--- src/rtl/bus_dest_writer.sv ---
// Destination side of the datapath bus: decodes dest_sel into one load enable and holds R0-R15, HI, LO, PC, MDR, MAR, IR, outPort.
// Optional trace outputs (last_dest, last_data, wr_count) are built when BUS_DEST_WRITER_TRACE_EN is defined.
module bus_dest_writer #(
  parameter int               WIDTH    = 32,
  parameter logic [WIDTH-1:0] PC_STEP  = 1,
  parameter logic [WIDTH-1:0] RESET_PC = '0,
  parameter bit               R0_ZERO  = 1'b1
) (
  input  logic             clk,
  input  logic             clear_n,
  input  logic [WIDTH-1:0] BUS_data,
  input  logic [4:0]       dest_sel,
  input  logic             dest_valid,
  input  logic             pc_inc,
  input  logic             mdr_read,
  input  logic             mdr_load,
  input  logic [WIDTH-1:0] mem_data_in,
  input  logic             err_clr,
  output logic [WIDTH-1:0] r0_out,
  output logic [WIDTH-1:0] r1_out,
  output logic [WIDTH-1:0] r2_out,
  output logic [WIDTH-1:0] r3_out,
  output logic [WIDTH-1:0] r4_out,
  output logic [WIDTH-1:0] r5_out,
  output logic [WIDTH-1:0] r6_out,
  output logic [WIDTH-1:0] r7_out,
  output logic [WIDTH-1:0] r8_out,
  output logic [WIDTH-1:0] r9_out,
  output logic [WIDTH-1:0] r10_out,
  output logic [WIDTH-1:0] r11_out,
  output logic [WIDTH-1:0] r12_out,
  output logic [WIDTH-1:0] r13_out,
  output logic [WIDTH-1:0] r14_out,
  output logic [WIDTH-1:0] r15_out,
  output logic [WIDTH-1:0] HI_out,
  output logic [WIDTH-1:0] LO_out,
  output logic [WIDTH-1:0] PC_out,
  output logic [WIDTH-1:0] MDR_out,
  output logic [WIDTH-1:0] MAR_out,
  output logic [WIDTH-1:0] IR_out,
  output logic [WIDTH-1:0] outPort_out,
`ifdef BUS_DEST_WRITER_TRACE_EN
  output logic [4:0]       last_dest,
  output logic [WIDTH-1:0] last_data,
  output logic [15:0]      wr_count,
`endif
  output logic             wr_err
);

  logic [15:0]      en_gpr;
  logic             en_hi, en_lo, en_pc, en_mdr, en_outport, en_mar, en_ir;
  logic             rsvd_hit;
  logic [WIDTH-1:0] gpr [16];
  logic [WIDTH-1:0] hi_q, lo_q, pc_q, mdr_q, mar_q, ir_q, outport_q;
  logic             err_q;

  function automatic logic [WIDTH-1:0] pc_advance(input logic [WIDTH-1:0] pc);
    // Plain truncation gives the modulo-2^WIDTH wrap.
    return pc + PC_STEP;
  endfunction

  always_comb begin
    en_gpr     = '0;
    en_hi      = 1'b0;
    en_lo      = 1'b0;
    en_pc      = 1'b0;
    en_mdr     = 1'b0;
    en_outport = 1'b0;
    en_mar     = 1'b0;
    en_ir      = 1'b0;
    rsvd_hit   = 1'b0;
    if (dest_valid) begin
      if (dest_sel < 5'd16) begin
        en_gpr[dest_sel[3:0]] = 1'b1;
      end else begin
        case (dest_sel)
          5'd16:   en_hi      = 1'b1;
          5'd17:   en_lo      = 1'b1;
          5'd20:   en_pc      = 1'b1;
          5'd21:   en_mdr     = 1'b1;
          5'd22:   en_outport = 1'b1;
          5'd23:   en_mar     = 1'b1;
          5'd24:   en_ir      = 1'b1;
          // 18/19 belong to ZHI/ZLOW, which only the ALU writes.
          default: rsvd_hit   = 1'b1;
        endcase
      end
    end
  end

  always_ff @(posedge clk) begin
    if (!clear_n) begin
      for (int i = 0; i < 16; i++) gpr[i] <= '0;
      hi_q      <= '0;
      lo_q      <= '0;
      outport_q <= '0;
      mar_q     <= '0;
      ir_q      <= '0;
    end else begin
      for (int i = 0; i < 16; i++) begin
        if (en_gpr[i] && !(i == 0 && R0_ZERO)) gpr[i] <= BUS_data;
      end
      if (en_hi)      hi_q      <= BUS_data;
      if (en_lo)      lo_q      <= BUS_data;
      if (en_outport) outport_q <= BUS_data;
      if (en_mar)     mar_q     <= BUS_data;
      if (en_ir)      ir_q      <= BUS_data;
    end
  end

  always_ff @(posedge clk) begin
    if (!clear_n) begin
      pc_q <= RESET_PC;
    end else if (en_pc) begin
      pc_q <= BUS_data;
    end else if (pc_inc) begin
      pc_q <= pc_advance(pc_q);
    end
  end

  // A bus write to MDR while mdr_read is high still takes memory data.
  always_ff @(posedge clk) begin
    if (!clear_n) begin
      mdr_q <= '0;
    end else if (en_mdr) begin
      mdr_q <= mdr_read ? mem_data_in : BUS_data;
    end else if (mdr_read && mdr_load) begin
      mdr_q <= mem_data_in;
    end
  end

  always_ff @(posedge clk) begin
    if (!clear_n) begin
      err_q <= 1'b0;
    end else if (rsvd_hit) begin
      err_q <= 1'b1;
    end else if (err_clr) begin
      err_q <= 1'b0;
    end
  end

`ifdef BUS_DEST_WRITER_TRACE_EN
  logic             wr_accept;
  logic [WIDTH-1:0] stored_data;
  logic [4:0]       last_dest_q;
  logic [WIDTH-1:0] last_data_q;
  logic [15:0]      wr_count_q;

  always_comb begin
    wr_accept   = dest_valid && !rsvd_hit;
    stored_data = BUS_data;
    if (en_gpr[0] && R0_ZERO) stored_data = '0;
    else if (en_mdr && mdr_read) stored_data = mem_data_in;
  end

  always_ff @(posedge clk) begin
    if (!clear_n) begin
      last_dest_q <= '0;
      last_data_q <= '0;
      wr_count_q  <= '0;
    end else if (wr_accept) begin
      last_dest_q <= dest_sel;
      last_data_q <= stored_data;
      wr_count_q  <= wr_count_q + 16'd1;
    end
  end

  assign last_dest = last_dest_q;
  assign last_data = last_data_q;
  assign wr_count  = wr_count_q;
`endif

  assign r0_out      = R0_ZERO ? '0 : gpr[0];
  assign r1_out      = gpr[1];
  assign r2_out      = gpr[2];
  assign r3_out      = gpr[3];
  assign r4_out      = gpr[4];
  assign r5_out      = gpr[5];
  assign r6_out      = gpr[6];
  assign r7_out      = gpr[7];
  assign r8_out      = gpr[8];
  assign r9_out      = gpr[9];
  assign r10_out     = gpr[10];
  assign r11_out     = gpr[11];
  assign r12_out     = gpr[12];
  assign r13_out     = gpr[13];
  assign r14_out     = gpr[14];
  assign r15_out     = gpr[15];
  assign HI_out      = hi_q;
  assign LO_out      = lo_q;
  assign PC_out      = pc_q;
  assign MDR_out     = mdr_q;
  assign MAR_out     = mar_q;
  assign IR_out      = ir_q;
  assign outPort_out = outport_q;
  assign wr_err      = err_q;

endmodule
--- config.mk ---
export PLATFORM = sky130hd
export DESIGN_NAME = bus_dest_writer
export DESIGN_NICKNAME = d
export VERILOG_FILES = /design/src/rtl/bus_dest_writer.sv
export SDC_FILE = /design/constraint.sdc
export NUM_CORES = 1
export LEC_CHECK = 0
export ABC_CLOCK_PERIOD_IN_PS = 6250
export CAP_MARGIN = 20
export CORE_AREA = 3 3 319 321
export DETAILED_ROUTE_END_ITERATION = 12
export DIE_AREA = 0 0 322 324
export GPL_TIMING_DRIVEN = 0
export HOLD_SLACK_MARGIN = 0.06
export PLACE_DENSITY_LB_ADDON = 0.12
export SLEW_MARGIN = 20
export SYNTH_ARGS = -nofsm -noshare
export SYNTH_HDL_FRONTEND = slang
export SYNTH_SLANG_ARGS = --single-unit
export TNS_END_PERCENT = 20
--- constraint.sdc ---
create_clock -name clk -period 6.25 [get_ports clk]
set_input_delay 1.5625 -clock clk [delete_from_list [all_inputs] [get_ports clk]]
set_output_delay 1.5625 -clock clk [all_outputs]
set_load 0.02 [all_outputs]
# After elaboration in Yosys (flattened, before gate mapping)
# Memories as Yosys holds them, arrays and structs flattened.
# Index checks and enable logic that the tools add are counted.
# word_totals
regBits	225
mem_count	1
ram_bits	512
word_cells	137
out_inout_bits	737
in_bits	76
# memory_table
memory	words	word_bits	read_ports	rd_ports_with_merged_regs	wr	line_no	rtl
gpr	16	32	15	0	16	53	logic [WIDTH-1:0] gpr [16];
# classes
mux	96
n_addsub	1
n_lt_le_gt_ge	3
reduce_logical	6
bitwise	15
n_eq_ne	7
# op_table
cell	count
32-bit 2-to-1 mux	20
1-bit 2-to-1 mux	73
5-bit equality test (second input constant)	7
32-bit by 1-bit adder with 32-bit output (second input constant)	1
16-bit 2-to-1 mux	2
1-bit OR	15
7-bit OR reduction	1
2-bit nonzero test	3
4-bit by 5-bit less-than comparator with 1-bit output (second input constant)	1
5-bit less-than comparator (second input constant)	1
1-bit demux with 4-bit select	1
4-bit by 1-bit greater-or-equal comparator with 1-bit output (second input constant)	1
1-bit logical AND	2

# Logic depth before layout (Yosys ltp)
# Gate-level depths: netlist (run 1).
# logic_depth
depth_word	10
ltp_mapped	8
mapped_depth_nobuf	6

# Worst setup path after synthesis (run 1)
# No wires, ideal clock.
# synth_path
path_kind	input to register
from	input dest_valid
to	memory gpr[14][0], in the netlist gpr[1][192], enable pin
arrival_time_ns	4.498
stages	5
setup_ns	0.466
required_ns	5.784
setup_slack_ns	1.286
path_buffers	2
path_cell_list	clkbuf_1 > nor2b_1 > buf_2 > nand2_1 > o21ai_0
# synth_lines
element	line_no	rtl
from (decl)	13	input logic dest_valid,
to (decl)	53	

==> results of run 1 <==
-- report_power, final --
group	switching, mW	internal (mW)
Clock	1.99	2.79
Combinational	0.813	0.495
Sequential	0.0821	5.23
-- cell families (layout without fill, tap and decap cells) --
logic type | after synthesis | count (layout) | synth area share (%)
and+or+nand+nor | 804 | 804 | 12.8
DFF | 705 | 705 | 75.3
AOI/OAI and AO/OA | 254 | 254 | 5.55
buffers and inverters | 218 | 1136 | 3.98
muxes | 34 | 34 | 1.35
xor gates and xnor gates | 28 | 28 | 0.976
adders and majority gates | 1 | 1 | 0.0498
other | 1 | 33 | 0.0149
-- per-layer routing --
layer / vias up / wire, microns
li1: 8702 / -
met1: 9289 / 40700
met2: 742 / 54100
met3: 168 / 9880
met4: 4 / 4010
met5: - / 27
-- synth_stat cells, drive strengths merged (4+ instances only) --
cell    instances  share of area [%]
xnor2          21               0.73
nand4          13               0.35
and3            5               0.12
mux2i          34                1.4
buf            60                1.6
nor2          347                5.2
nand3          19               0.40
edfxtp        480                 57
nor3            6               0.12
a211oi         43                1.3
dfxtp         225                 18
clkbuf        117                1.8
nand2         389                5.8
and4            4               0.14
a21oi         180                3.6
xor2            7               0.24
nor4            9               0.31
o21ai          26               0.52
inv            41               0.61
nor2b           6               0.15
-- flip-flops by register name, indices dropped and copies added (netlist names) --
register / flops
gpr: 480
HI_out: 32
IR_out: 32
LO_out: 32
MAR_out: 32
MDR_out: 32
PC_out: 32
outPort_out: 32
wr_err: 1
-- critical path, stage by stage --
cell             delay (ns)
clkdlybuf4s50_1        0.68
nor2b_1                0.11
buf_2                  0.21
and2_1                 0.17
nand2_1                0.39
clkbuf_1               0.44
nand2_2                0.45
buf_16                 0.35
-- path summary, 6_finish.rpt --
check | slack [ns] | to
worst max-delay path | 2.23 | gpr[0][82]
worst min-delay path | 0.45 | IR_out[26]
worst max register to register | 4.07 | PC_out[30]
worst min register to register | 0.45 | IR_out[26]
-- layout make-up --
class / count / share of cell area [%]
Sequential cell: 705 / 50.4
Timing Repair Buffer: 764 / 21.0
Multi-Input combinational cell: 1153 / 14.4
Clock buffer: 108 / 6.07
Tap cell: 1298 / 4.33
Buffer: 177 / 2.26
Clock inverter: 46 / 1.08
Inverter: 41 / 0.410
Antenna cell: 1 / 0.00667
-- through the flow --
stage	cells	cell area (sq um)	power, mW	TNS (ns)
after global placement	4119	34300	6.72	-342.84
after floorplan	2076	25200	5.95	0
after detailed placement	4138	34800	6.75	0
final	4293	37500	11.4	0
after CTS	4292	37500	11.6	0
after global routing	4292	37500	11.8	0
==> out/metrics.csv, run 1 <==
metric,value,unit
Pwr Density,304,mW/mm^2
grt ovf,0,
starting density of the core,25.2,%
initial DRC count,1150,
Final #Nets,3001,
Post-CTS Setup Bufs,0,
wire per inst,25.3,microns
fin worst setup slack,2.23,ns
CTS buffer count,82,
Critical Path Start,dest_sel[0],
cts repair resizes,0,
hpwl dp,84.5,mm
ys flop type,edfxtp_1,
core area,0.0996,sq mm
final hold violations,0,
Worst setup SP type,input port,
IO buf count,745,
count of pins over their slew limit,0,
FF-to-FF path depth,6,
clock edge transition at the registers on the reported setup and hold paths,0.06,ns
Hold Buf Count CTS,0,
arrival time of the worst setup path,4.39,ns
Lkg Pwr,12.8,nW
Synth Cell Area,0.0251,sq mm
CP Class,input port to register,
R2R Path Start,PC_out[0],
sequential area share after synthesis,75.3,%
Total Die Area,0.104,sq mm
GR Util met3,7.23,%
die height,324,microns
CTS sink cnt,705,
DRC viols,0,
Slew headroom,31.7,%
outcome,"complete, no violations",
most frequent cells in the layout,"clkdlybuf4s50_1, edfxtp_1, nand2_1",
Filler Cell Count,9707,
Achievable Freq,249,MHz
cells after synthesis,2045,
Worst Hold Depth,2,
DR vias,18905,
gr usage total,20.1,%
fin crit period,4.02,ns
multi-input combinational cell area,0.00541,sq mm
pre-CTS WS,1.51,ns
final core occ,37.7,%
syn_area_per_cell,12.3,sq um
Rows,116,
first-pass GRT wire length,147,mm
worst hold slack,0.454,ns
initial antenna violation count,4,
met2 Use GR,35.2,%
die width,322,microns
Yosys reg bits,705,
Post-Route WL,109,mm
largest net degree at the start of global routing,33,
GR Layer Usage met1,22.1,%
layout cells sized above 1,7.38,%
Post-synth EDFFs,480,
vias in the first global route,18999,
final clock skew,0.0157,ns
Clock Root Buffer,clkbuf_16,
Seq. cell area,0.0189,sq mm
crit path max fanout,17,
RSZ-0062 raised after global routing,no,
"most common cell after layout, fill and taps aside",clkdlybuf4s50_1,
busiest grt layer,met2,
HP Start,IR_out[26],
I/O pin count,813,
YS warnings,0,
max-cap violation count,0,
Area Growth Syn to Fin,49.3,%
CTS tree,built,
Worst VDD drop,167,uV
Max clock buf depth,3,
period utilisation layout,64.3,%
DR vias/cell,4.40,
"antenna viol nets, final",0,
Synth cell types,40,
"Setup violations, final",0,
WP data required,6.62,ns
HP Class,register to register,
Clock Latency Late Sink,0.64,ns
worst-margin pin slew,1.02,ns
H-tree depth,3,
gpl congestion,0.804,
asr flop ratio synth,0,%
crit end category,register,
DRT Pass-1 Iters,5,
Note: power is estimated with default switching activity, not from simulation.
==> inputs of run 2 (changes only) <==
ABC_CLOCK_PERIOD_IN_PS = 3600   (was 6250)
CORE_AREA = 3 3 314 316   (was 3 3 319 321)
DIE_AREA = 0 0 317 319   (was 0 0 322 324)
clock period = 3.6 ns   (was 6.25 ns; I/O delays follow)
==> run 2 against run 1 <==
Sequential cell count did not move. First-iteration DRC count increased by 11%. Worst setup slack got worse by 2.0 ns. Die area down 3.1%. Register-to-register slack lost 2.7 ns. Routed wire length grew 0.40%. Sequential power up 74%.
==> out/metrics.csv, run 2 (synthesis gave the netlist of run 1 again) <==
metric,value,unit
Filler Cell Count,9303,
Total Die Area,0.101,sq mm
"Setup violations, final",0,
outcome,"complete, no violations",
IO buf count,745,
WP data required,3.95,ns
met2 Use GR,37.8,%
Pwr Density,524,mW/mm^2
initial DRC count,1282,
clock edge transition at the registers on the reported setup and hold paths,0.05,ns
DR vias/cell,4.45,
multi-input combinational cell area,0.00541,sq mm
Post-CTS Setup Bufs,0,
first-pass GRT wire length,149,mm
fin crit period,3.36,ns
wire per inst,25.5,microns
Max clock buf depth,3,
"most common cell after layout, fill and taps aside",clkdlybuf4s50_1,
HP Class,register to register,
Slew headroom,31.6,%
crit path max fanout,22,
pre-CTS WS,-0.548,ns
arrival time of the worst setup path,3.70,ns
gr usage total,20.8,%
RSZ-0062 raised after global routing,no,
CTS sink cnt,705,
Seq. cell area,0.0189,sq mm
final clock skew,0.00497,ns
Largest Register,gpr,
DRC viols,0,
most frequent cells in the layout,"clkdlybuf4s50_1, edfxtp_1, nand2_1",
max reg flops,480,
CTS tree,built,
DRT Pass-1 Iters,7,
Worst setup SP type,input port,
grt ovf,0,
CP Class,input port to register,
Post-Route WL,109,mm
Area Growth Syn to Fin,49.1,%
"antenna viol nets, final",0,
GR Util met3,7.27,%
vias in the first global route,19107,
Rows,114,
layout cells sized above 1,7.05,%
initial antenna violation count,3,
Achievable Freq,298,MHz
max-cap violation count,0,
busiest grt layer,met2,
Clock Latency Late Sink,0.65,ns
GR Layer Usage met1,23.3,%
DR vias,19022,
Lkg Pwr,12.8,nW
dpl cells,4116,
count of pins over their slew limit,0,
worst-margin pin slew,1.03,ns
period utilisation layout,93.3,%
I/O pin count,813,
post-route cell area,0.0375,sq mm
die width,317,microns
Clock Root Buffer,clkbuf_16,
starting density of the core,26.1,%
final hold violations,0,
Hold Buf Count CTS,0,
die height,319,microns
gpl congestion,0.848,
Final TNS setup,0,ns
core area,0.0963,sq mm
largest net degree at the start of global routing,33,
H-tree depth,3,
fin worst setup slack,0.241,ns
hpwl dp,84.8,mm
Finished Layout Cells,4271,
dpl cell area,0.0348,sq mm
Worst VDD drop,309,uV
CTS buffer count,82,
crit end category,register,
Final #Nets,3001,
-- run 2: area by class of cell --
type	instances	share of cell area, %
clock buffers	119	6.19
repair buffers	764	21.1
flip-flops and latches	705	50.5
clock inverters	33	0.768
plain buffers	177	2.26
multi-input cells	1153	14.4
diodes	3	0.0200
inverters	41	0.411
well taps	1276	4.26
-- run 2: final timing paths --
kind / start / slack (ns) / depth (start not counted) / endpoint
setup / recovery: dest_sel[0] / 0.24 / 7 / gpr[1][38]
hold reg to reg: MAR_out[16] / 0.45 / 2 / MAR_out[16]
setup reg to reg: PC_out[0] / 1.33 / 6 / PC_out[24]
hold / removal: MAR_out[16] / 0.45 / 2 / MAR_out[16]
-- run 2: metal layers --
metal	routed length [microns]	part of all wire (%)	up-vias
li1	-	-	8696
met1	40700	37	9430
met2	55900	51	771
met3	10300	9.4	121
met4	2250	2.1	4
met5	27	0.025	-
-- run 2: power by group --
group	leakage (nW)	total [mW]	switching, mW	internal, mW
sequential	6.42	9.22	0.140	9.08
clock	1.28	8.13	3.42	4.71
combinational	5.09	2.29	1.42	0.867
total	12.8	19.6	4.98	14.7
-- run 2: through the flow --
stage               util (%)  power, mW  hold slack [ns]
global placement        35.6       11.7            0.443
detailed placement      36.2       11.7            0.448
CTS                     38.9       19.9            0.454
floorplan                  -       10.3            0.535
global route            38.9       20.3            0.471
finish                  38.9       19.6            0.454
-- run 2: worst max-delay path, stage by stage --
cell and delay [ns]:
clkdlybuf4s50_1 0.72, nand2_1 0.17, nor3_1 0.38, nand2_1 0.46
clkbuf_1 0.40, nand2_2 0.38, buf_12 0.23
-- run 2: timing repair --
action                                 4_1_cts  5_1_grt
resized for setup                            0        1
setup endpoints to repair                    0       13
endpoints found under the hold margin        0        0
